[src/rtl/ps2_key_controller.sv]
// PS/2 keyboard front end: filtered frame receiver plus scan-code decoder driving active-low keys.
// Optional define PS2_PARITY_CHECK_EN rejects frames with bad odd parity.
module ps2_key_controller #(
   parameter int unsigned FILTER_LEN = 4,
   parameter int unsigned TIMEOUT    = 50000
) (
   input  logic       clk,
   input  logic       rst,
   input  logic       ps2_clk,
   input  logic       ps2_data,
   output logic       p1p,
   output logic       p1m,
   output logic       p2p,
   output logic       p2m,
   output logic       serve,
   output logic       start,
   output logic [7:0] code,
   output logic       code_valid,
   output logic       frame_err
);

   localparam int unsigned FW = (FILTER_LEN > 1) ? $clog2(FILTER_LEN + 1) : 1;
   localparam int unsigned TW = (TIMEOUT > 1) ? $clog2(TIMEOUT + 1) : 1;

   typedef enum logic [1:0] {StIdle, StData, StParity, StStop} state_e;

   logic [1:0]    clk_sync_q, data_sync_q;
   logic          clk_s, data_s;
   logic          filt_q, filt_d;
   logic [FW-1:0] filt_cnt_q, filt_cnt_d;
   logic          fall;

   state_e        state_q, state_d;
   logic [2:0]    bit_cnt_q, bit_cnt_d;
   logic [7:0]    shift_q, shift_d;
   logic          par_q, par_d;
   logic [TW-1:0] to_cnt_q, to_cnt_d;
   logic          accept, drop, stop_ok;

   // Key vector order: {p1p, p1m, p2p, p2m, serve, start}
   logic [5:0]    keys_q, keys_d;
   logic          brk_q, brk_d, ext_q, ext_d;
   logic [7:0]    code_q, code_d;
   logic          cv_q, cv_d, fe_q, fe_d;

   assign clk_s  = clk_sync_q[1];
   assign data_s = data_sync_q[1];

   always_comb begin
      filt_d     = filt_q;
      filt_cnt_d = '0;
      if (clk_s != filt_q) begin
         if (filt_cnt_q == FW'(FILTER_LEN - 1)) begin
            filt_d = clk_s;
         end else begin
            filt_cnt_d = filt_cnt_q + 1'b1;
         end
      end
   end

   assign fall = filt_q & ~filt_d;

`ifdef PS2_PARITY_CHECK_EN
   assign stop_ok = data_s & (^{shift_q, par_q});
`else
   assign stop_ok = data_s;
`endif

   always_comb begin
      state_d   = state_q;
      bit_cnt_d = bit_cnt_q;
      shift_d   = shift_q;
      par_d     = par_q;
      accept    = 1'b0;
      drop      = 1'b0;
      to_cnt_d  = (state_q == StIdle) ? '0 : to_cnt_q + 1'b1;
      if (fall) begin
         to_cnt_d = '0;
         unique case (state_q)
            StIdle: begin
               if (!data_s) begin
                  state_d   = StData;
                  bit_cnt_d = '0;
               end
            end
            StData: begin
               shift_d   = {data_s, shift_q[7:1]};
               bit_cnt_d = bit_cnt_q + 1'b1;
               if (bit_cnt_q == 3'd7) state_d = StParity;
            end
            StParity: begin
               par_d   = data_s;
               state_d = StStop;
            end
            StStop: begin
               state_d = StIdle;
               accept  = stop_ok;
               drop    = ~stop_ok;
            end
            default: state_d = StIdle;
         endcase
      end else if (state_q != StIdle && to_cnt_q == TW'(TIMEOUT - 1)) begin
         state_d  = StIdle;
         shift_d  = '0;
         to_cnt_d = '0;
         drop     = 1'b1;
      end
   end

   // Decoding happens on the accept edge so keys change in the code_valid cycle.
   always_comb begin
      keys_d = keys_q;
      brk_d  = brk_q;
      ext_d  = ext_q;
      code_d = code_q;
      cv_d   = accept;
      fe_d   = drop;
      if (accept) begin
         code_d = shift_q;
         if (shift_q == 8'hF0) begin
            brk_d = 1'b1;
         end else if (shift_q == 8'hE0) begin
            ext_d = 1'b1;
         end else begin
            brk_d = 1'b0;
            ext_d = 1'b0;
            if (shift_q == 8'hAA && !ext_q) begin
               keys_d = '1;
            end else begin
               case ({ext_q, shift_q})
                  9'h01D:  keys_d[5] = brk_q;
                  9'h01B:  keys_d[4] = brk_q;
                  9'h175:  keys_d[3] = brk_q;
                  9'h172:  keys_d[2] = brk_q;
                  9'h029:  keys_d[1] = brk_q;
                  9'h05A:  keys_d[0] = brk_q;
                  default: keys_d    = keys_q;
               endcase
            end
         end
      end
   end

   always_ff @(posedge clk) begin
      if (rst) begin
         clk_sync_q  <= 2'b11;
         data_sync_q <= 2'b11;
         filt_q      <= 1'b1;
         filt_cnt_q  <= '0;
         state_q     <= StIdle;
         bit_cnt_q   <= '0;
         shift_q     <= '0;
         par_q       <= 1'b0;
         to_cnt_q    <= '0;
         keys_q      <= '1;
         brk_q       <= 1'b0;
         ext_q       <= 1'b0;
         code_q      <= '0;
         cv_q        <= 1'b0;
         fe_q        <= 1'b0;
      end else begin
         clk_sync_q  <= {clk_sync_q[0], ps2_clk};
         data_sync_q <= {data_sync_q[0], ps2_data};
         filt_q      <= filt_d;
         filt_cnt_q  <= filt_cnt_d;
         state_q     <= state_d;
         bit_cnt_q   <= bit_cnt_d;
         shift_q     <= shift_d;
         par_q       <= par_d;
         to_cnt_q    <= to_cnt_d;
         keys_q      <= keys_d;
         brk_q       <= brk_d;
         ext_q       <= ext_d;
         code_q      <= code_d;
         cv_q        <= cv_d;
         fe_q        <= fe_d;
      end
   end

   assign {p1p, p1m, p2p, p2m, serve, start} = keys_q;
   assign code       = code_q;
   assign code_valid = cv_q;
   assign frame_err  = fe_q;

endmodule

[config.mk]
export PLATFORM = sky130hd
export DESIGN_NAME = ps2_key_controller
export DESIGN_NICKNAME = d
export VERILOG_FILES = /design/src/rtl/ps2_key_controller.sv
export SDC_FILE = /design/constraint.sdc
export NUM_CORES = 1
export LEC_CHECK = 0
export ABC_AREA = 1
export CORE_MARGIN = 5
export CORE_UTILIZATION = 60
export DETAILED_ROUTE_END_ITERATION = 7
export GPL_TIMING_DRIVEN = 0
export PLACE_DENSITY = 0.82
export SLEW_MARGIN = 10
export SYNTH_ARGS = -nofsm -noshare
export SYNTH_HDL_FRONTEND = slang
export SYNTH_SLANG_ARGS = --single-unit
[constraint.sdc]
create_clock -name clk -period 2.9 [get_ports clk]
set_clock_uncertainty 0.15 [all_clocks]
set_input_delay 0.58 -clock clk [delete_from_list [all_inputs] [get_ports clk]]
set_output_delay 0.58 -clock clk [all_outputs]
set_load 0.01 [all_outputs]
Word level (Yosys, flattened, before mapping). Cells that the tools add are included.

Flip-flop bits (word level): 55. Input port bits: 4. Output and inout port bits: 16. Logic and storage cells: 102.

$add $sub $neg: 3. Eq/ne operators: 21. Multiplexer cells: 27. Bitwise operators: 6. Reduce and logical (&&, ||, !) cells: 26.

Operators by type and width (count): equality test 8 bit, second input constant (3); 2-to-1 mux 8 bit (3); AND reduction 4 bit (6); equality test 9 x 5 -> 1 bit, second input constant (2); equality test 9 bit, second input constant (2); nonzero test 2 bit (9); adder 16 x 1 -> 16 bit, second input constant (1); equality test 16 bit, second input constant (1); 2-to-1 mux 1 bit (16); equality test 9 x 6 -> 1 bit, second input constant (1); equality test 9 x 7 -> 1 bit, second input constant (1); 2-to-1 mux 2 bit (4); one-hot mux 2 bit (4 select lines) (1); adder 3 x 1 -> 3 bit, second input constant (2); 2-to-1 mux 6 bit (1); inequality test 3 bit, second input constant (2); one-hot mux 3 bit (2 select lines) (1); AND reduction 2 bit (3); AND reduction 3 bit (2); inverter 1 bit (5); equality test 2 bit, second input constant (2); inequality test 2 bit, second input constant (2); OR reduction 4 bit (1); equality test 3 x 2 -> 1 bit, second input constant (1); other kinds (10) (11).

Depth between registers and ports, before layout.
Depth in word-level cells: 7. Gate-level depth with buffers: 10. Depth with buffers taken out: 10.

Worst setup path before layout. No wires, ideal clock.

Kind: register to register. Start point: register filt_cnt_q[0]. End point: register state_q[0]. Arrival: 1.370 ns. Data required time: 2.637 ns. Slack: 1.266 ns. Stages on the path, launching flop included: 10. Period minus slack after synthesis: 1.634 ns. Path through: dfxtp_1 ha_1 ha_1 nand3_4 nand2_2 inv_2 nand3_2 buf_6 a21oi_2 nor2_1.

Word-level cells in the longest chain between the ends: 7. Elaborated cells between the ends (all ways): 10.

RTL lines: start, declared (line 30) `logic [FW-1:0] filt_cnt_q, filt_cnt_d;`; start signal, assigned (line 165) `filt_cnt_q <= filt_cnt_d;`; equality test 3 x 2 -> 1 bit * (line 53) `if (filt_cnt_q == FW'(FILTER_LEN - 1)) begin`; 2-to-1 mux 1 bit * (line 53); 2-to-1 mux 1 bit * (line 52) `if (clk_s != filt_q) begin`; inverter 1 bit * (line 61) `assign fall = filt_q & ~filt_d;`; AND 1 bit * (line 61); inequality test 3 bit (no line) / nonzero test 2 bit (equally long branches); AND reduction 3 bit (no line); end signal, assigned (line 150) `state_q <= StIdle;`; end signal, assigned (line 166) `state_q <= state_d;`; end, declared (line 33) `state_e state_q, state_d;`.

Mark *: on every way between the ends. The rest lies on a longest branch, timed or not. A chain may end at the register's enable or synchronous reset.

Worst setup path after layout.
Start point: register keys_q[3]. End point: output p2p.

RTL lines: start, declared (line 41) `logic [5:0] keys_q, keys_d;`; start signal, assigned (line 171) `keys_q <= keys_d;`; end, declared (line 13) `output logic p2p,`.

No word-level cell between the ends.

==> results by stage <==
Setup path:
- The signal on the critical path passes through clkdlybuf4s50_1.
- Of all nets on the critical path, the largest fanout is 2.
- In this run the number of cells on the critical path is 1.
- The largest single stage delay on the critical path is 0.54 ns.
- The number of buffers and inverters on the critical path is 1.
- For the worst setup path, the data required time is 2.17 ns.
- The startpoint identified for the worst register-to-register timing path is filt_cnt_q[0]$_SDFF_PP0_.
- The end of the critical path is p2p.
- The critical path is of the reg2out type.
- Setup slack on the worst reg-to-reg path comes out at 1.07 ns.
- The endpoint of the worst register-to-register path is keys_q[3]$_SDFFE_PP1P_.
- The worst setup path is captured at a primary output.
- The top cell family by delay on the critical path is buffers and inverters.
- The critical path startpoint is keys_q[3]$_SDFFE_PP1P_.
- The worst setup path is launched from a flip-flop.
- The worst endpoint data arrival time is 1.20 ns.
- The cell depth of the worst flop-to-flop path is 9.
- The slowest library cell on the worst path is sky130_fd_sc_hd__clkdlybuf4s50_1.

Global routing:
- The number of global-route vias before repair was 2220.
- Global routing finished with a remaining overflow of 0.
- The first global-routing pass estimated 9460 um of wire.
- The overall global routing resource usage is 18.9%.
- Entering global routing, the biggest net connects 17 pins.
- The initial antenna violation count is 0.

Power:
- The worst-case IR drop observed on VDD is 0.000320 V.
- In this run the power spent charging and discharging nets is 248 uW.
- The combinational fraction of design power is 1.6%.
- Internal power comes to 933 uW.
- Per report_power, the sequential group accounts for 64.2% of the total.
- In this run switching power makes up 21.0% of total power.
- The total power per unit cell area is 397 nW/um2.
- The total leakage power is 0.00114 uW.
- The clock network is responsible for 34.2% of the overall power.

Synth:
- The number of warnings issued by yosys is 0.
- The leading register cell type out of synthesis is sky130_fd_sc_hd__dfxtp_1.
- The largest total area in the synthesized netlist belongs to sky130_fd_sc_hd__dfxtp_1.
- The cell area that synthesis handed to floorplanning was 2650 um2.
- The number of library cell types mapped by synthesis is 31.
- The share of the yosys chip area belonging to registers is 41.6%.
- The number of nets in the synthesized netlist is 385.
- Counting flops with a built-in enable in the synthesized netlist gives 0.
- The post-synthesis average cell area is 7.12 um2.
- By count the netlist is led by 87 x sky130_fd_sc_hd__nand2_1, 57 x sky130_fd_sc_hd__nor2_1, 55 x sky130_fd_sc_hd__dfxtp_1, 39 x sky130_fd_sc_hd__inv_1, 32 x sky130_fd_sc_hd__nand3_1.
- The count of state elements after synthesis is 55.
- The synthesized instance count is 372.
- After synthesis, the cell types taking the most area are sky130_fd_sc_hd__dfxtp_1 42%, sky130_fd_sc_hd__nand2_1 12%, sky130_fd_sc_hd__nor2_1 8.1%.
- The proportion of synthesized flip-flops having asynchronous set or reset is 0%.
- sky130_fd_sc_hd__nand2_1 is the most common cell in the netlist.
- The proportion of netlist area held by the largest area contributor is 41.6%.

Die:
- The standard cell core area is 4320 um2.
- 20 I/O pins were placed.
- The die span in y is 76.4 um.
- The die covers 5840 um2.
- In this run the core area contains 24 standard-cell rows.
- The die is 76.4 um wide.
- The initial cell density of the core is 61.2%.

STA:
- Setup repair after global routing left no endpoint under its margin.
- The total negative setup slack is 0 ns.
- After layout, the worst path uses 66.6% of the clock period.
- For the pin with the worst max-slew slack, the measured transition is 0.476 ns.
- Based on the critical path, the design can be clocked at up to 517 MHz.
- The number of hold violations in the final report is 0.
- The max-slew violation total from the final report is 0.
- The worst pin sits at a relative slew slack of 68.2%.
- The clock period could shrink to 1.93 ns.
- Setup violations remaining at the end of the flow were counted as 0.

Clocking:
- The clock-pin slew of the registers on the worst-case setup and hold paths is 0.09 ns.
- The clock tree synthesis step divided the H-tree into 2 levels.
- In this run the post-CTS setup repair buffer count came out at 0.
- The number of clock buffers added by TritonCTS is 5.
- The number of clock sinks is 55.
- The count of hold-fix buffers inserted at cts is 0.
- The later pin in the worst-skew pair is clocked with a latency of 0.30 ns.
- The TritonCTS clock tree is done.
- The maximum buffer depth of the clock tree is 2.
- The cell sitting at the root of the clock tree is a sky130_fd_sc_hd__clkbuf_8.
- Post-CTS repair changed the size of 0 cells.

Layout:
- The post-layout instance count excluding filler cells is 450.
- For this run, the share of the core covered by cells in the final layout is 68.9%.
- The area overhead of the layout relative to synthesis is 12.5%.
- The proportion of layout cells with a drive suffix above 1 is 8.04%.
- At the end of the flow, the number of nets in the layout was 410.
- The number of diodes is 0.

Drt:
- The wire length reported by the detailed router is 5060 um.
- The number of routed nets with antenna violations is 0.
- The via-per-instance ratio is 5.28.
- The top routing layer in use is met4.
- The detailed route wirelength on metal3 is 260 um.
- After detailed routing, the average wire length per cell comes to 11.2 um.
- The first-pass iteration count of the detailed router is 4.
- Across all layers, the routed design uses 2377 vias.
- The detailed router's first-iteration violation count is 190.
- The met2 wire length is 2330 um.
- The number of remaining DRC errors is 0.
- In the final routing, the length of wire on met1 measures 2410 um.

Run:
- The number of maximum-capacitance violations is 0.

Place:
- The weighted congestion at the end of routability-driven global placement is 0.878.
- The count of buffers inserted at the top-level ports is 18.
- Including well taps, the total number of placed cells is 442.
- Summed over all nets, the half-perimeter wirelength after detailed placement is 3820 um.

Hold path:
- The classification of the worst-slack hold path is reg2reg.
- The hold path startpoint is data_sync_q[0]$_SDFF_PP1_.

Status:
- The run finished with clean final reports.
stage by stage:
step                power, uW  hold slack, ns  setup slack [ns]  area, um2
finish                   1180           0.264             0.967       2980
global route             1240           0.284             0.884       2980
CTS                      1200           0.266             0.941       2980
detailed placement        795           0.243              1.08       2890
global placement          795           0.241              1.13       2890
floorplan                 788           0.239              1.27       2650
worst min path at each step:
stage | slack [ns] | endpoint | depth (start not counted)
4_1_cts | 0.27 | data_sync_q[1]$_SDFF_PP1_ | 1
5_1_grt | 0.28 | clk_sync_q[1]$_SDFF_PP1_ | 1
2_1_floorplan | 0.24 | clk_sync_q[1]$_SDFF_PP1_ | 1
3_3_place_gp | 0.24 | clk_sync_q[1]$_SDFF_PP1_ | 1
3_5_place_dp | 0.24 | data_sync_q[1]$_SDFF_PP1_ | 1
6_report | 0.26 | data_sync_q[1]$_SDFF_PP1_ | 1
power groups by stage:
stage	clock network [uW]	logic, uW	registers [uW]
finish	404	18.6	759
global route	457	20.8	760
CTS	418	18.9	759
detailed placement	0	18.9	776
global placement	0	18.2	776
floorplan	0	12.1	776
registers in the layout, indices dropped and copies added (netlist names), 2 cells and up:
register	count
clk_sync_q	2
state_q	2
data_sync_q	2
to_cnt_q	16
keys_q	6
filt_cnt_q	3
shift_q	8
code	8
bit_cnt_q	3
routing by layer:
layer	global-route usage [%]	vias to the layer above
li1	-	1243
met1	24.7	1072
met2	32.0	53
met3	4.02	9
met4	4.20	0
met5	0	-
cells in the final DEF, fill, tap and decap left out, types with 4 or more instances in the layout:
cell type / synthesis / routed
sky130_fd_sc_hd__ha_1: 9 / 9
sky130_fd_sc_hd__nand4_1: 9 / 9
sky130_fd_sc_hd__nand3_1: 32 / 32
sky130_fd_sc_hd__nor3_1: 4 / 4
sky130_fd_sc_hd__clkbuf_8: 0 / 5
sky130_fd_sc_hd__o21ai_0: 12 / 12
sky130_fd_sc_hd__clkdlybuf4s50_1: 0 / 18
sky130_fd_sc_hd__nand2_1: 87 / 87
sky130_fd_sc_hd__or2_2: 4 / 4
sky130_fd_sc_hd__clkbuf_1: 4 / 5
sky130_fd_sc_hd__nor2_1: 57 / 57
sky130_fd_sc_hd__dfxtp_1: 55 / 55
sky130_fd_sc_hd__a21oi_1: 29 / 29
sky130_fd_sc_hd__inv_1: 39 / 39
sky130_fd_sc_hd__nand3_2: 4 / 4
area by class of cell:
class                      count  area [um2]
fill                         370        1350
tap                           52        65.1
inverter                      43         164
buffer                         7        45.0
clock inverter                 2        12.5
sequential                    55        1100
multi-input combinational    267        1340
timing repair buffer          18         180
clock buffer                   6        72.6
logic make-up (layout without fill, tap and decap cells):
kind of cell,Yosys count,count (layout),share of synthesized area (%)
AO/OA/AOI/OAI,46,46,9.22
buffers and inverters,50,76,7.89
flip-flops,55,55,41.6
adder cells (fa/ha/maj),9,9,4.25
AND/OR/NAND/NOR,208,208,35.7
XOR/XNOR,4,4,1.32
(Power assumes the default switching activity.)
